$ cat config.mk
export PLATFORM = sky130hd
export DESIGN_NAME = func3_sweep_ctrl
export DESIGN_NICKNAME = d
export VERILOG_FILES = /design/src/rtl/func3_sweep_ctrl.sv
export SDC_FILE = /design/constraint.sdc
export NUM_CORES = 1
export LEC_CHECK = 0
export ABC_AREA = 1
export BUFFER_PORTS_ARGS = -buffer_cell sky130_fd_sc_hd__clkbuf_2
export CORE_UTILIZATION = 40
export DETAILED_ROUTE_END_ITERATION = 8
export HOLD_SLACK_MARGIN = 0.05
export PLACE_DENSITY_LB_ADDON = 0.3
export SYNTH_ARGS = -nofsm -noshare
export SYNTH_HDL_FRONTEND = slang
export SYNTH_SLANG_ARGS = --single-unit
$ cat constraint.sdc
create_clock -name clk -period 1.8 [get_ports clk]
set_clock_uncertainty 0.15 [all_clocks]
set_input_delay 0.54 -clock clk [delete_from_list [all_inputs] [get_ports clk]]
set_output_delay 0.54 -clock clk [all_outputs]
set_load 0.005 [all_outputs]
$ cat src/rtl/func3_sweep_ctrl.sv
// func3_sweep_ctrl: walks func3 through all 16 input vectors, captures y/z
// truth tables and compares them against expected maps while sweeping.
module func3_sweep_ctrl #(
   parameter int unsigned DWELL = 2,
   parameter int unsigned CNT_W = 8
) (
   input  logic        clk,
   input  logic        rst_n,
   input  logic        start,
   input  logic        abort,
   input  logic [15:0] exp_y,
   input  logic [15:0] exp_z,
   input  logic        y,
   input  logic        z,
   output logic        a,
   output logic        b,
   output logic        c,
   output logic        d,
   output logic        busy,
   output logic        done,
   output logic        result_valid,
   output logic [15:0] y_map,
   output logic [15:0] z_map,
   output logic        mismatch,
   output logic [3:0]  first_fail
);

   typedef enum logic [1:0] {
      IDLE  = 2'd0,
      DRIVE = 2'd1,
      DONE  = 2'd2
   } state_t;

   localparam logic [CNT_W-1:0] LAST = CNT_W'(DWELL - 1);

   state_t           state_q, state_d;
   logic [3:0]       vec_q, vec_d;
   logic [CNT_W-1:0] cnt_q, cnt_d;
   logic [15:0]      ymap_q, ymap_d;
   logic [15:0]      zmap_q, zmap_d;
   logic             mm_q, mm_d;
   logic [3:0]       ff_q, ff_d;
   logic             rv_q, rv_d;

   always_ff @(posedge clk) begin
      if (!rst_n) begin
         state_q <= IDLE;
         vec_q   <= '0;
         cnt_q   <= '0;
         ymap_q  <= '0;
         zmap_q  <= '0;
         mm_q    <= 1'b0;
         ff_q    <= '0;
         rv_q    <= 1'b0;
      end else begin
         state_q <= state_d;
         vec_q   <= vec_d;
         cnt_q   <= cnt_d;
         ymap_q  <= ymap_d;
         zmap_q  <= zmap_d;
         mm_q    <= mm_d;
         ff_q    <= ff_d;
         rv_q    <= rv_d;
      end
   end

   always_comb begin
      state_d = state_q;
      vec_d   = vec_q;
      cnt_d   = cnt_q;
      ymap_d  = ymap_q;
      zmap_d  = zmap_q;
      mm_d    = mm_q;
      ff_d    = ff_q;
      rv_d    = rv_q;
      unique case (state_q)
         IDLE: begin
            vec_d = '0;
            cnt_d = '0;
            if (start && !abort) begin
               ymap_d  = '0;
               zmap_d  = '0;
               mm_d    = 1'b0;
               ff_d    = '0;
               rv_d    = 1'b0;
               state_d = DRIVE;
            end
         end
         DRIVE: begin
            // abort outranks a coincident sample edge: nothing is captured
            if (abort) begin
               vec_d   = '0;
               cnt_d   = '0;
               state_d = IDLE;
            end else begin
               cnt_d = cnt_q + 1'b1;
               if (cnt_q == LAST) begin
                  cnt_d = '0;
                  ymap_d[vec_q] = y;
                  zmap_d[vec_q] = z;
                  if ((y != exp_y[vec_q]) || (z != exp_z[vec_q])) begin
                     mm_d = 1'b1;
                     if (!mm_q) ff_d = vec_q;
                  end
                  if (vec_q == 4'hF) begin
                     vec_d   = '0;
                     state_d = DONE;
                  end else begin
                     vec_d = vec_q + 4'd1;
                  end
               end
            end
         end
         DONE: begin
            rv_d    = 1'b1;
            vec_d   = '0;
            state_d = IDLE;
         end
         default: begin
            vec_d   = '0;
            cnt_d   = '0;
            state_d = IDLE;
         end
      endcase
   end

   assign a            = vec_q[3];
   assign b            = vec_q[2];
   assign c            = vec_q[1];
   assign d            = vec_q[0];
   assign busy         = (state_q == DRIVE);
   assign done         = (state_q == DONE);
   assign result_valid = rv_q;
   assign y_map        = ymap_q;
   assign z_map        = zmap_q;
   assign mismatch     = mm_q;
   assign first_fail   = ff_q;

endmodule

# == Yosys cells after proc, flatten, opt, wreduce, memory -nomap -nowiden ==
# Index checks and enable logic that the tools add are counted.
# classes
n_mux,36
n_addsub,2
eq_ne,13
reduce_logical,13
bitwise,2
magnitude_cmp,2
# ops
cell,count
$mux 16,5
$pmux 16 s2,2
$bwmux 16,2
$mux 4,6
$mux 8,2
$pmux 8 s2,1
$add 8x1->8 const B,1
$bmux 1 s4,2
$eq 8x1->1 const B,1
$mux 2,4
$pmux 4 s2,1
$mux 1,7
$ne 2x2->1 const B,3
$ne 3x2->1 const B,2
$reduce_and 6->1,1
$lt 4x5->1 const B,1
$reduce_and 5->1,1
$add 4x1->4 const B,1
$demux 1 s4,1
$eq 4x4->1 const B,1
$ge 4x1->1 const B,1
$ne 2x1->1 const B,2
$pmux 1 s2,2
$pmux 2 s2,1
13 further kinds,17
# totals
inputBits,38
register_bits,52
elab_cells,76
output_inout_bits,44

# == Logic depth before layout (Yosys ltp) ==
# Gate-level depths: netlist of the first run.
# logic_depth
ltp_word,8
depth_mapped,15

# == Worst setup path before layout of the first run ==
# OpenSTA, ideal clock, no wires.
# synth_timing
path_kind,reg2reg
startpoint,reg cnt_q[0] (netlist name)
endpoint,"reg rv_q, in the netlist result_valid"
stages_incl_launch_ff,12
t_arrival_ps,1523
setup_slack_ps,0
synth_period_minus_slack_ps,1800
cell_sequence,dfxtp_1 ha_1 inv_1 nor3_1 nand2_2 nand2_2 nand3_4 inv_2 buf_2 nand2_1 a21oi_1 nor2_1
# synth_rtl
item,line_no,source
end signal: assignment,63,rv_q <= rv_d;
end: declaration,43,"logic rv_q, rv_d;"

# == Worst setup path in the final report of the first run ==
# layout_timing
startpoint,reg state_q[0]
endpoint,"reg zmap_q[4], in the netlist z_map[4]"
# layout_via
elab_chain_len,3
# layout_lines
item,line_no,source
start: declaration,36,"state_t state_q, state_d;"
start signal: assignment,56,state_q <= state_d;
$eq 2x1->1 / $logic_not 2->1 (equally long branches),76,unique case (state_q)
"$ne 2x1->1 (no source line), or another cell as far along",--,
$reduce_and 4->1 (no source line),--,
end signal: assignment,60,zmap_q <= zmap_d;
end: declaration,40,"logic [15:0] zmap_q, zmap_d;"
# Several ways; a longest one is shown, not always the timed one.
# A chain may end at the register's enable or synchronous reset.

==> results of run 1 <==
[routing by layer]
metal  vias to the layer above  global-route usage
li1                       1605                   -
met1                      1496               0.257
met2                        73               0.394
met3                        19              0.0289
met4                         0              0.0591
met5                         -                   0
[cell usage in the layout, fill, tap and decap left out, types with 7 or more instances in the layout]
cell type,instances
buf_4,23
nand2_1,108
nand2_4,8
a21oi_2,16
nor2_1,37
nor2_2,7
nand2_2,13
inv_1,53
o21ai_4,7
clkbuf_2,81
a21oi_1,30
nand3_1,34
dfxtp_1,46
o21ai_2,10
[area by class of cell]
class / instances / area share
inverter: 61 / 0.0600
clock inverter: 3 / 0.00659
timing repair inverter: 1 / 0.00180
tap: 96 / 0.0288
clock buffer: 5 / 0.0165
multi-input combinational: 305 / 0.426
timing repair buffer: 119 / 0.208
sequential: 52 / 0.252
[final timing paths]
| check | slack [ns] | endpoint | startpoint | depth (start not counted) |
|---|---|---|---|---|
| min | 0.31 | y_map[7] | y_map[7] | 2 |
| min reg2reg | 0.31 | y_map[7] | y_map[7] | 2 |
| max reg2reg | -0.05 | z_map[4] | state_q[0] | 9 |
| max | -0.05 | z_map[4] | state_q[0] | 9 |
[sequential cells by signal (all words and copies together) (netlist names)]
name	count
result_valid	1
vec_q	4
cnt_q	8
first_fail	4
mismatch	1
state_q	2
z_map	16
y_map	16
[timing repair]
item                                    4_1_cts  5_1_grt
resized for setup                            34       90
endpoints found under the setup margin       34       42
cloned                                        2        5
pin swaps                                     3       23
buffers inserted                              0        5
[cells in the mapped netlist]
cell	count	area, um^2
o21ai_0	19	95.1
clkbuf_1	5	18.8
nor2_2	1	6.26
o21ai_1	4	20.0
nand2_2	2	12.5
nor3_4	1	16.3
o22ai_1	1	6.26
nor3_1	3	15.0
a211oi_1	1	7.51
inv_2	4	15.0
a221oi_1	1	8.76
nor2_1	44	165
buf_6	3	33.8
nand2_1	127	477
a21oi_1	46	230
nand3b_1	1	7.51
buf_2	6	30.0
nand4_1	2	12.5
xor2_1	2	17.5
nor4_2	1	12.5
inv_1	57	214
buf_4	2	15.0
nand3_4	1	17.5
nand3_2	1	10.0
nor3b_1	2	15.0
o31ai_1	1	7.51
nor2_4	1	11.3
a21oi_2	1	8.76
dfxtp_1	52	1040
nand3_1	36	180
ha_1	6	75.1
[worst max-delay path, stage by stage (launching register included)]
cell and delay, ns:
dfxtp_2 0.37, inv_2 0.06, nor2_4 0.11, inv_2 0.09, buf_4 0.27, nor3_4 0.25, buf_6 0.13, buf_12 0.15
nand2_4 0.06, a21oi_2 0.15
[cells by family (layout without fill, tap and decap cells)]
group           count (synthesis)  after routing  share of synthesized area
compound gates                 74             74                      0.137
xor+xnor                        2              2                    0.00625
fa+ha+maj                       6              6                     0.0268
buf+inv                        77            189                      0.117
flops                          52             52                      0.371
simple gates                  223            223                      0.342
[power by group through the flow]
stage | sequential, uW | combinational (uW) | clock (uW)
after detailed placement | 1230 | 520 | 0
after CTS | 1200 | 590 | 725
after global placement | 1220 | 506 | 0
after global routing | 1210 | 888 | 781
final | 1200 | 823 | 716
after floorplan | 1230 | 322 | 0
[stage by stage]
| step | total power (uW) | area, um^2 |
|---|---|---|
| finish | 2740 | 4170 |
| global route | 2880 | 4170 |
| CTS | 2520 | 3670 |
| detailed placement | 1750 | 3480 |
| global placement | 1730 | 3480 |
| floorplan | 1550 | 2810 |
==> flow_summary_export.csv, run 1 <==
group,metric,value,unit
drt,wl,8390,um
power,leakage,0.00194,uW
logic_synthesis,yosysWarnings,0,
clocking,clk_latency,0.31,ns
logic_synthesis,syn_area_per_cell,6.46,um^2
logic_synthesis,syn-instance-count,434,
drt,drt-met1-wl,3560,um
clocking,cts_buffer_depth,2,
sta,max_freq,540,MHz
logic_synthesis,yosysUniqueCellTypes,31,
worst_setup_path,arrival,1.96,ns
floorplanning,start_util,0.413,
sta,finalSetupTns,-0.381,ns
drt,drt-pass1-iter-count,4,
floorplanning,io_pins,82,
sta,finalHoldViolCount,0,
placed_design,dp.cells,622,
floorplanning,core,6790,um^2
placed_design,place_hpwl,5330,um
worst_setup_path,cp.required,1.90,ns
final_layout,area_growth,48.9,%
final_layout,finalNetCount,589,
worst_setup_path,critPathKind,"reg -> reg",
worst_setup_path,endpoint_kind,"flip-flop",
logic_synthesis,syn-num-nets,478,
final_layout,nFillCells,598,
sta,finalSetupViolations,25,
worst_setup_path,crit_path_start_kind,"flip-flop",
sta,maxSlewViolCount,0,
run_status,status,"finished, violations left",
global_route,grt_max_degree,35,
sta,worst_slack,-0.0536,ns
sta,hold_slack,0.309,ns
placed_design,gp_congestion,0.837,
drt,dr_wl_met2,4370,um
min_path,hold_path.class,"reg -> reg",
sta,max_slew.worst_pin.slew,0.471,ns
clocking,cts_root_buf,"clkbuf_8",
run_status,violations,"negative setup slack",
global_route,grt_pass1_wl,12700,um
power,p_comb_frac,0.300,
clocking,hold_buffers,0,
power,ir_drop,0.000541,V
global_route,antenna_found_initial,0,
power,p_sw,910,uW
job,maxCapViolCount,0,
worst_setup_path,crit_fanout,20,
sta,layout_min_cycle_time,1.85,ns
clocking,clk_pin_slew,0.11,ns
final_layout,fin_util,0.614,
drt,drt_iter0_drc,146,
drt,wl_per_cell,13.1,um
final_layout,drive_gt1_frac,0.392,
placed_design,port_buffers,81,
power,p_seq_frac,0.439,
floorplanning,placementRows,30,
power,power.share.switching,0.332,
placed_design,dpl_worst_slack,-0.121,ns
final_layout,seqCellArea,1050,um^2
sta,slew_headroom,0.686,
clocking,h-tree-depth,2,
final_layout,n_antenna_cell,0,
global_route,track_usage,0.213,
clocking,cts_sinks,52,
power,pwr-share-clk,0.261,
global_route,grt_pass1_vias,2990,
drt,vias,3193,
global_route,grt-ovfl-total,0,
drt,dr_wl_met3,289,um
floorplanning,die_h,85.7,um
power,internal_power,1830,uW
floorplanning,dieArea,7350,um^2
sta,rsz0062_at_grt,"yes",
drt,ant_nets,0,
logic_synthesis,netlist_area,2800,um^2
final_layout,multi_input_area,1780,um^2
clocking,cts-buffers-inserted,5,
sta,finalCritPeriodShare,1.03,
final_layout,fin_cells,642,
drt,top_layer_used,"met4",
drt,avgViaCountPerCell,4.97,
clocking,cts_tree,"done",
floorplanning,dieWidth,85.7,um
power,power_density,657,nW/um^2
drt,drcViolationCount,0,
logic_synthesis,yosysSeqAreaShare,0.371,
logic_synthesis,ys_ff_latch,52,
Power figures use the tool's default switching activity.
==> inputs of run 2 (changes only) <==
clock period = 1.9 ns   (was 1.8 ns; I/O delays follow)
==> run 2 against run 1 <==
The run now ends clean. Largest power group unchanged. Sequential power decreased by 5%. Sequential share of layout area increased by 3.1 points. Hold slack improved by 0.012 ns. Global-route usage decreased by 0.78 points. Flip-flop and latch count unchanged. Via count decreased by 2.3%. Utilization decreased by 6.8 points. Non-clock buffer count decreased by 8. Final area decreased by 11%. Total power decreased by 12%. Highest routed layer unchanged.
==> flow_summary_export.csv, run 2 (same netlist as run 1, synthesis figures left out) <==
group,metric,value,unit
final_layout,fin_util,0.546,
worst_setup_path,crit_path_start_kind,"flip-flop",
clocking,hold_buffers,0,
sta,slew_headroom,0.770,
placed_design,port_buffers,81,
final_layout,area_growth,32.5,%
floorplanning,dieWidth,85.7,um
sta,rsz0062_at_grt,"yes",
sta,layout_min_cycle_time,1.84,ns
floorplanning,dieArea,7350,um^2
power,ir_drop,0.000472,V
drt,wl,7530,um
final_layout,nFillCells,679,
floorplanning,io_pins,82,
clocking,cts_tree,"done",
final_layout,multi_input_area,1490,um^2
drt,ant_nets,0,
sta,finalSetupTns,0,ns
placed_design,gp_congestion,0.817,
drt,vias,3118,
final_layout,final_common_cell,"nand2_1",
global_route,track_usage,0.205,
sta,finalSetupViolations,0,
global_route,antenna_found_initial,0,
worst_setup_path,crit_fanout,6,
job,maxCapViolCount,0,
worst_setup_path,critPathKind,"reg -> out",
global_route,grt_pass1_vias,2882,
final_layout,n_antenna_cell,0,
sta,max_freq,542,MHz
global_route,grt_max_degree,34,
worst_setup_path,arrival,1.12,ns
floorplanning,die_h,85.7,um
clocking,clk_pin_slew,0.11,ns
worst_setup_path,endpoint_kind,"output pin",
placed_design,place_hpwl,5320,um
final_layout,seqCellArea,1050,um^2
clocking,h-tree-depth,2,
power,leakage,0.00172,uW
sta,hold_slack,0.321,ns
global_route,grt-ovfl-total,0,
final_layout,drive_gt1_frac,0.279,
sta,finalHoldViolCount,0,
floorplanning,placementRows,30,
run_status,status,"finished, final reports clean",
floorplanning,start_util,0.413,
drt,avgViaCountPerCell,4.92,
clocking,cts-buffers-inserted,5,
drt,drt_iter0_drc,211,
clocking,cts_sinks,52,
sta,max_slew.worst_pin.slew,0.345,ns
floorplanning,core,6790,um^2
final_layout,final_cell_mix,"nand2_1, clkbuf_2, inv_1",
drt,drcViolationCount,0,
sta,maxSlewViolCount,0,
drt,drt-pass1-iter-count,5,
global_route,grt_pass1_wl,12400,um
clocking,cts_root_buf,"clkbuf_8",
power,power_density,651,nW/um^2
sta,finalCritPeriodShare,0.970,
final_layout,finalNetCount,581,
drt,wl_per_cell,11.9,um
min_path,hold_path.class,"reg -> reg",
clocking,cts_buffer_depth,2,
worst_setup_path,cp.required,1.18,ns
clocking,clk_latency,0.31,ns
run 2: cell count changes in the layout (fill, tap and decap cells not counted), moves of 5 or more:
| cell | previous run | this run |
|---|---|---|
| o21ai_4 | 7 | 0 |
| o21ai_1 | 2 | 9 |
| nand2_1 | 108 | 126 |
| nor2_1 | 37 | 43 |
| a21oi_1 | 30 | 43 |
| nor2_2 | 7 | 2 |
| nand2_2 | 13 | 3 |
| o21ai_2 | 10 | 4 |
| nand2_4 | 8 | 0 |
| a21oi_2 | 16 | 3 |
| o21ai_0 | 4 | 10 |
run 2: repair_timing:
action / CTS / global route
buffers inserted: 0 / 4
gates resized for setup: 0 / 37
endpoints found under the setup margin: 0 / 43
run 2: final timing paths:
kind                   start   endpoint  slack (ns)  cells after the start
setup / recovery  state_q[1]       done        0.06                      4
hold / removal     y_map[12]  y_map[12]        0.32                      2
hold reg to reg    y_map[12]  y_map[12]        0.32                      2
setup reg to reg    cnt_q[1]   y_map[7]        0.07                     12
run 2: stage by stage:
stage               worst slack [ns]  cells  power (uW)  cell area (um^2)
floorplan                     0.0998    434        1460              2800
global placement             -0.0105    618        1630              3440
detailed placement           -0.0407    618        1630              3440
CTS                           0.0147    626        2300              3530
global route                 -0.0709    634        2550              3710
finish                        0.0563    634        2420              3710
run 2: report_power, final:
part / switching, uW / total (uW) / internal, uW
clock: 401 / 670 / 269
sequential: 20.5 / 1140 / 1120
combinational: 341 / 610 / 269
total: 762 / 2420 / 1650
run 2: routing by layer:
layer,track usage,share of wire
met3,0.0308,0.040
met1,0.259,0.44
met2,0.369,0.51
met5,0,0
met4,0.0470,0.0078
run 2: final cells by class:
type / count / area share
clock buffers: 5 / 0.0185
repair buffers: 111 / 0.191
flip-flops and latches: 52 / 0.283
well taps: 96 / 0.0324
clock inverters: 3 / 0.00674
inverters: 61 / 0.0654
multi-input cells: 305 / 0.400
repair inverters: 1 / 0.00202
run 2: worst max-delay path, cell delays in order, from the launching register on:
cell and delay, ns:
dfxtp_2 0.36, inv_1 0.09, nor2_1 0.11, buf_4 0.15, clkbuf_2 0.11
